==> src/rtl/fetch_unit.sv <==
// Instruction fetch front end: issues sequential word fetches, buffers up to two
// returned instructions with their PCs, and drops in-flight responses after a redirect.
module fetch_unit #(
  parameter logic [31:0] RESET_PC = 32'h0000_0000
) (
  input  logic        clk,
  input  logic        rst,
  output logic        imem_req_valid,
  input  logic        imem_req_ready,
  output logic [31:0] imem_req_addr,
  input  logic        imem_rsp_valid,
  input  logic [31:0] imem_rsp_data,
  input  logic        redirect_valid,
  input  logic [31:0] redirect_pc,
  output logic        instr_valid,
  input  logic        instr_ready,
  output logic [31:0] instr,
  output logic [31:0] instr_pc,
  output logic [31:0] instr_pc_plus4
);

  typedef enum logic [1:0] {IDLE, FETCH, FLUSH} state_t;

  state_t      state;
  logic [31:0] fetch_pc;
  logic [1:0]  outstanding;
  logic [1:0]  stale;
  logic [1:0]  fifo_count;
  logic        head;
  logic [31:0] fifo_instr [2];
  logic [31:0] fifo_pc    [2];

  logic        req_fire;
  logic        rsp_legal;
  logic        rsp_fetch;
  logic        rsp_push;
  logic        pop;
  logic        tail;
  logic [1:0]  inflight_next;
  logic [31:0] rsp_pc;
  logic [31:0] target_pc;
  logic        unused_redirect_bits;

  assign unused_redirect_bits = ^redirect_pc[1:0];
  assign target_pc = {redirect_pc[31:2], 2'b00};

  // Credit counts both in-flight requests and buffered entries, so the
  // FIFO can never overflow and responses never need back-pressure.
  assign imem_req_valid = (state == FETCH) &&
                          ((3'(outstanding) + 3'(fifo_count)) < 3'd2);
  assign imem_req_addr  = fetch_pc;
  assign req_fire       = imem_req_valid && imem_req_ready;

  // A response with nothing in flight is dropped without touching any count.
  assign rsp_legal = imem_rsp_valid &&
                     (((state == FETCH) && (outstanding != 2'd0)) ||
                      ((state == FLUSH) && (stale != 2'd0)));
  assign rsp_fetch = rsp_legal && (state == FETCH);
  assign rsp_push  = rsp_fetch && !redirect_valid;

  // Requests since the last redirect are consecutive words, so the oldest
  // outstanding one sits outstanding*4 bytes behind fetch_pc.
  assign rsp_pc        = fetch_pc - {28'd0, outstanding, 2'b00};
  assign inflight_next = outstanding + 2'(req_fire) - 2'(rsp_fetch);

  assign instr_valid    = (fifo_count != 2'd0);
  assign instr          = fifo_instr[head];
  assign instr_pc       = fifo_pc[head];
  assign instr_pc_plus4 = instr_pc + 32'd4;
  assign pop            = instr_valid && instr_ready && !redirect_valid;
  assign tail           = head ^ fifo_count[0];

  always_ff @(posedge clk or negedge rst) begin
    if (!rst) begin
      state       <= IDLE;
      fetch_pc    <= RESET_PC;
      outstanding <= 2'd0;
      stale       <= 2'd0;
      fifo_count  <= 2'd0;
      head        <= 1'b0;
      // NOTE: the two FIFO slots are reset because the head entry drives
      // instr/instr_pc directly and must read as zero out of reset.
      for (int i = 0; i < 2; i++) begin
        fifo_instr[i] <= '0;
        fifo_pc[i]    <= '0;
      end
    end else begin
      case (state)
        IDLE: begin
          state <= FETCH;
          if (redirect_valid) fetch_pc <= target_pc;
        end
        FETCH: begin
          if (redirect_valid) begin
            fetch_pc    <= target_pc;
            fifo_count  <= 2'd0;
            outstanding <= 2'd0;
            stale       <= inflight_next;
            state       <= (inflight_next != 2'd0) ? FLUSH : FETCH;
          end else begin
            if (req_fire) fetch_pc <= fetch_pc + 32'd4;
            outstanding <= inflight_next;
            if (rsp_push) begin
              fifo_instr[tail] <= imem_rsp_data;
              fifo_pc[tail]    <= rsp_pc;
            end
            fifo_count <= fifo_count + 2'(rsp_push) - 2'(pop);
            if (pop) head <= ~head;
          end
        end
        FLUSH: begin
          if (redirect_valid) fetch_pc <= target_pc;
          if (rsp_legal) begin
            stale <= stale - 2'd1;
            if (stale == 2'd1) state <= FETCH;
          end
        end
        default: state <= IDLE;
      endcase
    end
  end

endmodule

==> config.mk <==
export PLATFORM = sky130hd
export DESIGN_NAME = fetch_unit
export DESIGN_NICKNAME = d
export VERILOG_FILES = /design/src/rtl/fetch_unit.sv
export SDC_FILE = /design/constraint.sdc
export NUM_CORES = 1
export LEC_CHECK = 0
export ABC_AREA = 1
export CAP_MARGIN = 20
export CORE_AREA = 4 4 141 143
export DETAILED_ROUTE_END_ITERATION = 16
export DIE_AREA = 0 0 145 147
export PLACE_DENSITY = 0.95
export SLEW_MARGIN = 20
export SYNTH_ARGS = -nofsm -noshare
export SYNTH_HDL_FRONTEND = slang
export SYNTH_SLANG_ARGS = --single-unit
==> constraint.sdc <==
create_clock -name clk -period 3.8 [get_ports clk]
set_input_delay 0.76 -clock clk [delete_from_list [all_inputs] [get_ports clk]]
set_output_delay 0.76 -clock clk [all_outputs]
set_load 0.01 [all_outputs]
* Word level (Yosys, flattened, before mapping)
Cells that the tools add are included.
Word-level totals: flip-flop bits (word level) 169, input port bits 70, word-level logic and storage cells 85
Cells by class: add/sub/neg operators 9, order comparisons 4, eq/ne operators 8, multiplexer cells 24, bitwise logic cells 5, reduce and logical (&&, ||, !) cells 25
Operator list (count):
- 2-to-1 mux 32 bit | 10
- bitwise mux 64 bit | 2
- adder 32 x 3 -> 32 bit, second input constant | 2
- case mux 32 bit (2 select lines) | 1
- demux 32 bit (select 1 bit) | 1
- subtractor 32 x 4 -> 32 bit | 1
- 2-to-1 mux 2 bit | 8
- AND reduction 3 bit | 5
- nonzero test 2 bit | 6
- logical AND 1 bit | 10
- case mux 2 bit (3 select lines) | 1
- adder 2 x 1 -> 2 bit | 2
- equality test 2 x 1 -> 1 bit, second input constant | 2
- >= comparator 2 bit, second input constant | 2
- != test 2 x 1 -> 1 bit, second input constant | 2
- != test 2 bit, second input constant | 2
- inverter 1 -> 2 bit | 2
- case mux 2 bit (2 select lines) | 1
- subtractor 2 x 1 -> 2 bit | 2
- adder 2 x 2 -> 3 bit | 1
- < comparator 3 x 2 -> 1 bit, second input constant | 1
- != test 3 bit, second input constant | 1
- equality test 2 bit, second input constant | 1
- logical NOT 2 bit | 1
- 7 further kinds | 8

* Longest topological paths before layout
word-level depth 10, gate-level depth with buffers 16

* Worst setup path after synthesis
No wires, ideal clock.
path type register to output, start point register head, end point output instr_pc_plus4[18], arrival 1.886 ns, required time 3.040 ns, path slack 1.154 ns, cell stages (with the launch flop) 10, path buffers 2, cells stage by stage dfrtp_1 buf_4 inv_2 buf_4 o21ai_2 ha_1 nand3_1 nor2_1 nand2_1 xor2_1
Between the ends: word-level cells in the longest chain between the ends 5
Ends and longest elaborated chain:
- start: declaration | RTL line 29 | logic head;
- start signal: assignment | RTL line 108 | if (pop) head <= ~head;
- inverter 1 -> 2 bit (not written as such) | RTL line 68 | assign instr_pc = fifo_pc[head];
- 2-to-1 mux 32 bit (not written as such) (3 in series) | RTL line 68
- net instr_pc[2] | RTL line 18 | output logic [31:0] instr_pc,
- adder 32 x 3 -> 32 bit | RTL line 69 | assign instr_pc_plus4 = instr_pc + 32'd4;
- end: declaration | RTL line 19 | output logic [31:0] instr_pc_plus4
The timed path passes the listed nets, and every way through them passes these cells. The select of a mux whose other input is x is not followed.

* Worst setup path after layout
start point register head, end point output instr_pc_plus4[15]
Between the ends: word-level cells in the longest chain between the ends 5
Ends and longest elaborated chain (RTL line):
- inverter 1 -> 2 bit (not written as such) | 68
- 2-to-1 mux 32 bit (not written as such) (3 in series) | 68
- adder 32 x 3 -> 32 bit | 69
No other way between the ends. The select of a mux whose other input is x is not followed.

==> metrics.txt <==
Worst-Skew Late Latency=0.43 ns; post-detail-place hpwl=22800 µm; maximum VDD drop=0.446 mV; routability congestion estimate=0.944; routed vias/inst=5.35; Hold Buf Count CTS=0; DIE HEIGHT=147 µm; layout cells sized above 1=0.0525; DRC Markers=0; outcome=finished, final reports clean; NetSw=0.00488 W; ANT nets after route=0; sw frac=0.458; most frequent cells after synthesis=734 x nand2_1, 206 x nor2_1, 163 x dfrtp_1, 144 x inv_1, 100 x o21ai_0; CTS tree=done; most frequent CP cell=nand2_1; Pins Over Slew Limit=0; I/O pins=200; total track usage=0.286; Max stage delay on crit path=0.57 ns; diode count=0; vias in the first global route=10400; Yosys top cell area share=0.389; Die Width=145 µm; drt total wl=31300 µm; H-tree levels=4; CP Cell Sequence=inv_4 -> buf_4 -> nand2_1 -> nand2_2 -> nand2_1 -> nor2_1 -> nand2_1 -> nor2_2 -> xor2_1 -> clkdlybuf4s50_1; Final Hold Viols=0; crit path launch type=flip-flop; ranking of synthesized cells by area=dfrtp_1 39%, nand2_1 26%, nor2_1 7.4%, inv_1 5.2%, o21ai_0 4.8%; CTS Sinks=163; CTS Buf Count=17; Slew @ Worst Pin=0.732 ns; Cells after Synth=1632; worst reg2reg endpoint=state[1]; Worst R2R Path Depth=12; Reg2Reg Setup Slack=1.25 ns; core footprint=0.0186 mm²; Yosys reg bits=163; Clock Tree Buf Depth=2; root buffer selected by CTS=clkbuf_16; postcts setup bufs=0; reg2reg start=outstanding[0]; Hold/Removal Path Class=in -> async; Max Freq=0.272 GHz; most common cell in the netlist=nand2_1; Worst Clk Skew=0.0139 ns; Cell Area, Placed=0.0125 mm²; Syn. warnings=0; slew margin rel.=0.511; fin crit period=3.68 ns; CP max FO=17; Period Utilization, post-route=0.968; WP data required=3.04 ns; Congestion Overflow GR=0; IO Port Bufs=191; Seq/Total Area, Yosys=0.389; Layout area overhead=25.0%; Nets=1877; Arrival @ worst endpoint=2.92 ns; Initial Util=0.565; critical path capture point type=output port; fin util=0.706; Post-synth ARST share=1.00; first-pass GRT wire length=50500 µm; ys flop type=dfrtp_1; combinational power share=0.546; internal power=0.00577 W; Slowest-stage cell, CP=clkdlybuf4s50_1; WL/cell=15.3 µm; MaxCap Viol Count=0; initial DRC count=900; Lkg Pwr=6.47 nW; cell taking the most area after synthesis=dfrtp_1; syn avg cell area=6.43 µm²; DRT Pass-1 Iters=8; Hold WS=0.314 ns; pin count of the biggest net entering global routing=79; # setup viols final=0; Post-Place Cells=2010; kind of critical path=reg -> out; clock group share of total power=0.159; number of flops mapped to enable cells by yosys=0; PwrDens=812 mW/mm²; antenna violations before repair=0; Reg power frac=0.295; die area=0.0213 mm²; FP Rows=50; Clock Pin Slew Worst Setup and Hold Paths=0.07 ns; Unique masters post-synth=37; Finished Layout Cells=2042; post-route cell area=0.0131 mm²; cell area after synthesis=0.0105 mm²; via count=10900
==> logic make-up after synthesis <==
group | count (synthesis) | synth area share
flops | 163 | 0.389
other cells | 1 | 0.000357
simple gates | 1046 | 0.392
fa+ha+maj | 12 | 0.0157
buf+inv | 220 | 0.0887
mux | 1 | 0.000954
compound gates | 151 | 0.0813
xor+xnor | 38 | 0.0317
==> per-layer routing <==
metal / GRT usage / share of wire
met3: 0.0561 / 0.085
met2: 0.477 / 0.48
met4: 0.106 / 0.030
met1: 0.374 / 0.40
met5: 0 / 0
==> per-stage QoR <==
step,setup slack [ns],setup TNS [ns],power [W]
after global routing,-0.0116,-0.0116,0.0114
final,0.122,0,0.0107
after global placement,0.523,0,0.00862
after CTS,0.00102,0,0.0106
after floorplan,1.15,0,0.00624
after detailed placement,0.441,0,0.00881
==> how the worst max path moves through the flow <==
stage,start,end,slack (ns),depth (start not counted)
after floorplan,head,instr_pc_plus4[18],1.15,9
after global placement,head,instr_pc_plus4[29],0.52,9
after detailed placement,head,instr_pc_plus4[18],0.44,9
after CTS,head,instr_pc_plus4[11],0.001,10
after global routing,head,instr_pc_plus4[15],-0.01,10
final,head,instr_pc_plus4[15],0.12,10
==> layout by cell type (no fill, tap or decap), types with 2 or more instances in the layout <==
cell type        synthesis  layout
clkbuf_16                0      17
nand2_1                734     734
inv_1                  144     144
or2_2                    5       5
o22ai_1                  2       2
o21ai_2                 21      20
nor2_4                   1       4
o21ai_0                100     100
a21oi_1                  9       9
nand3_1                 66      66
ha_1                    10      10
conb_1                   1       6
xor2_1                  34      34
nor2_1                 206     202
clkdlybuf4s50_1          0     189
and2_1                   3       3
nor2_2                   4       5
nand3b_1                 2       2
fa_1                     2       2
nor3_1                   2       2
nand2_2                  2       2
inv_8                    0       2
nand4_1                 19      19
xnor2_1                  4       4
dfrtp_1                163     162
buf_6                    7       2
clkbuf_8                 0       2
a31oi_1                  3       3
o21ai_1                 12      12
clkinv_2                 0       3
inv_6                    0       3
buf_4                    8      18
clkinv_4                 0       2
inv_2                    4       3
==> cell type report <==
class	instances	area, µm²
well taps	234	293
flip-flops and latches	163	4080
fillers	1469	5460
clock inverters	12	119
repair buffers	211	2080
clock buffers	20	457
multi-input cells	1254	5530
inverters	148	558
==> repair_timing <==
item,CTS,global route
gates resized for setup,1,12
pin swaps,0,0
endpoints found under the hold margin,0,0
setup endpoints to repair,1,20
==> worst max-delay path: cells and delay by family (launching register included) <==
family | cells | cell delay [ns]
simple gates | 6 | 0.85
xor+xnor | 1 | 0.23
buf+inv | 3 | 0.97
flops | 1 | 0.44
==> sequential cells by signal, indices dropped and copies added, names as in the netlist <==
signal / cells
fifo_pc: 60
fifo_count: 2
state: 2
imem_req_addr: 30
head: 1
outstanding: 2
stale: 2
fifo_instr: 64
==> power by group through the flow <==
stage / sequential, W / clock [W] / combinational [W]
floorplan: 0.00290 / 0 / 0.00333
global placement: 0.00308 / 0 / 0.00555
detailed placement: 0.00312 / 0 / 0.00569
CTS: 0.00310 / 0.00170 / 0.00575
global route: 0.00323 / 0.00178 / 0.00638
finish: 0.00314 / 0.00170 / 0.00581
(Power assumes the default switching activity.)
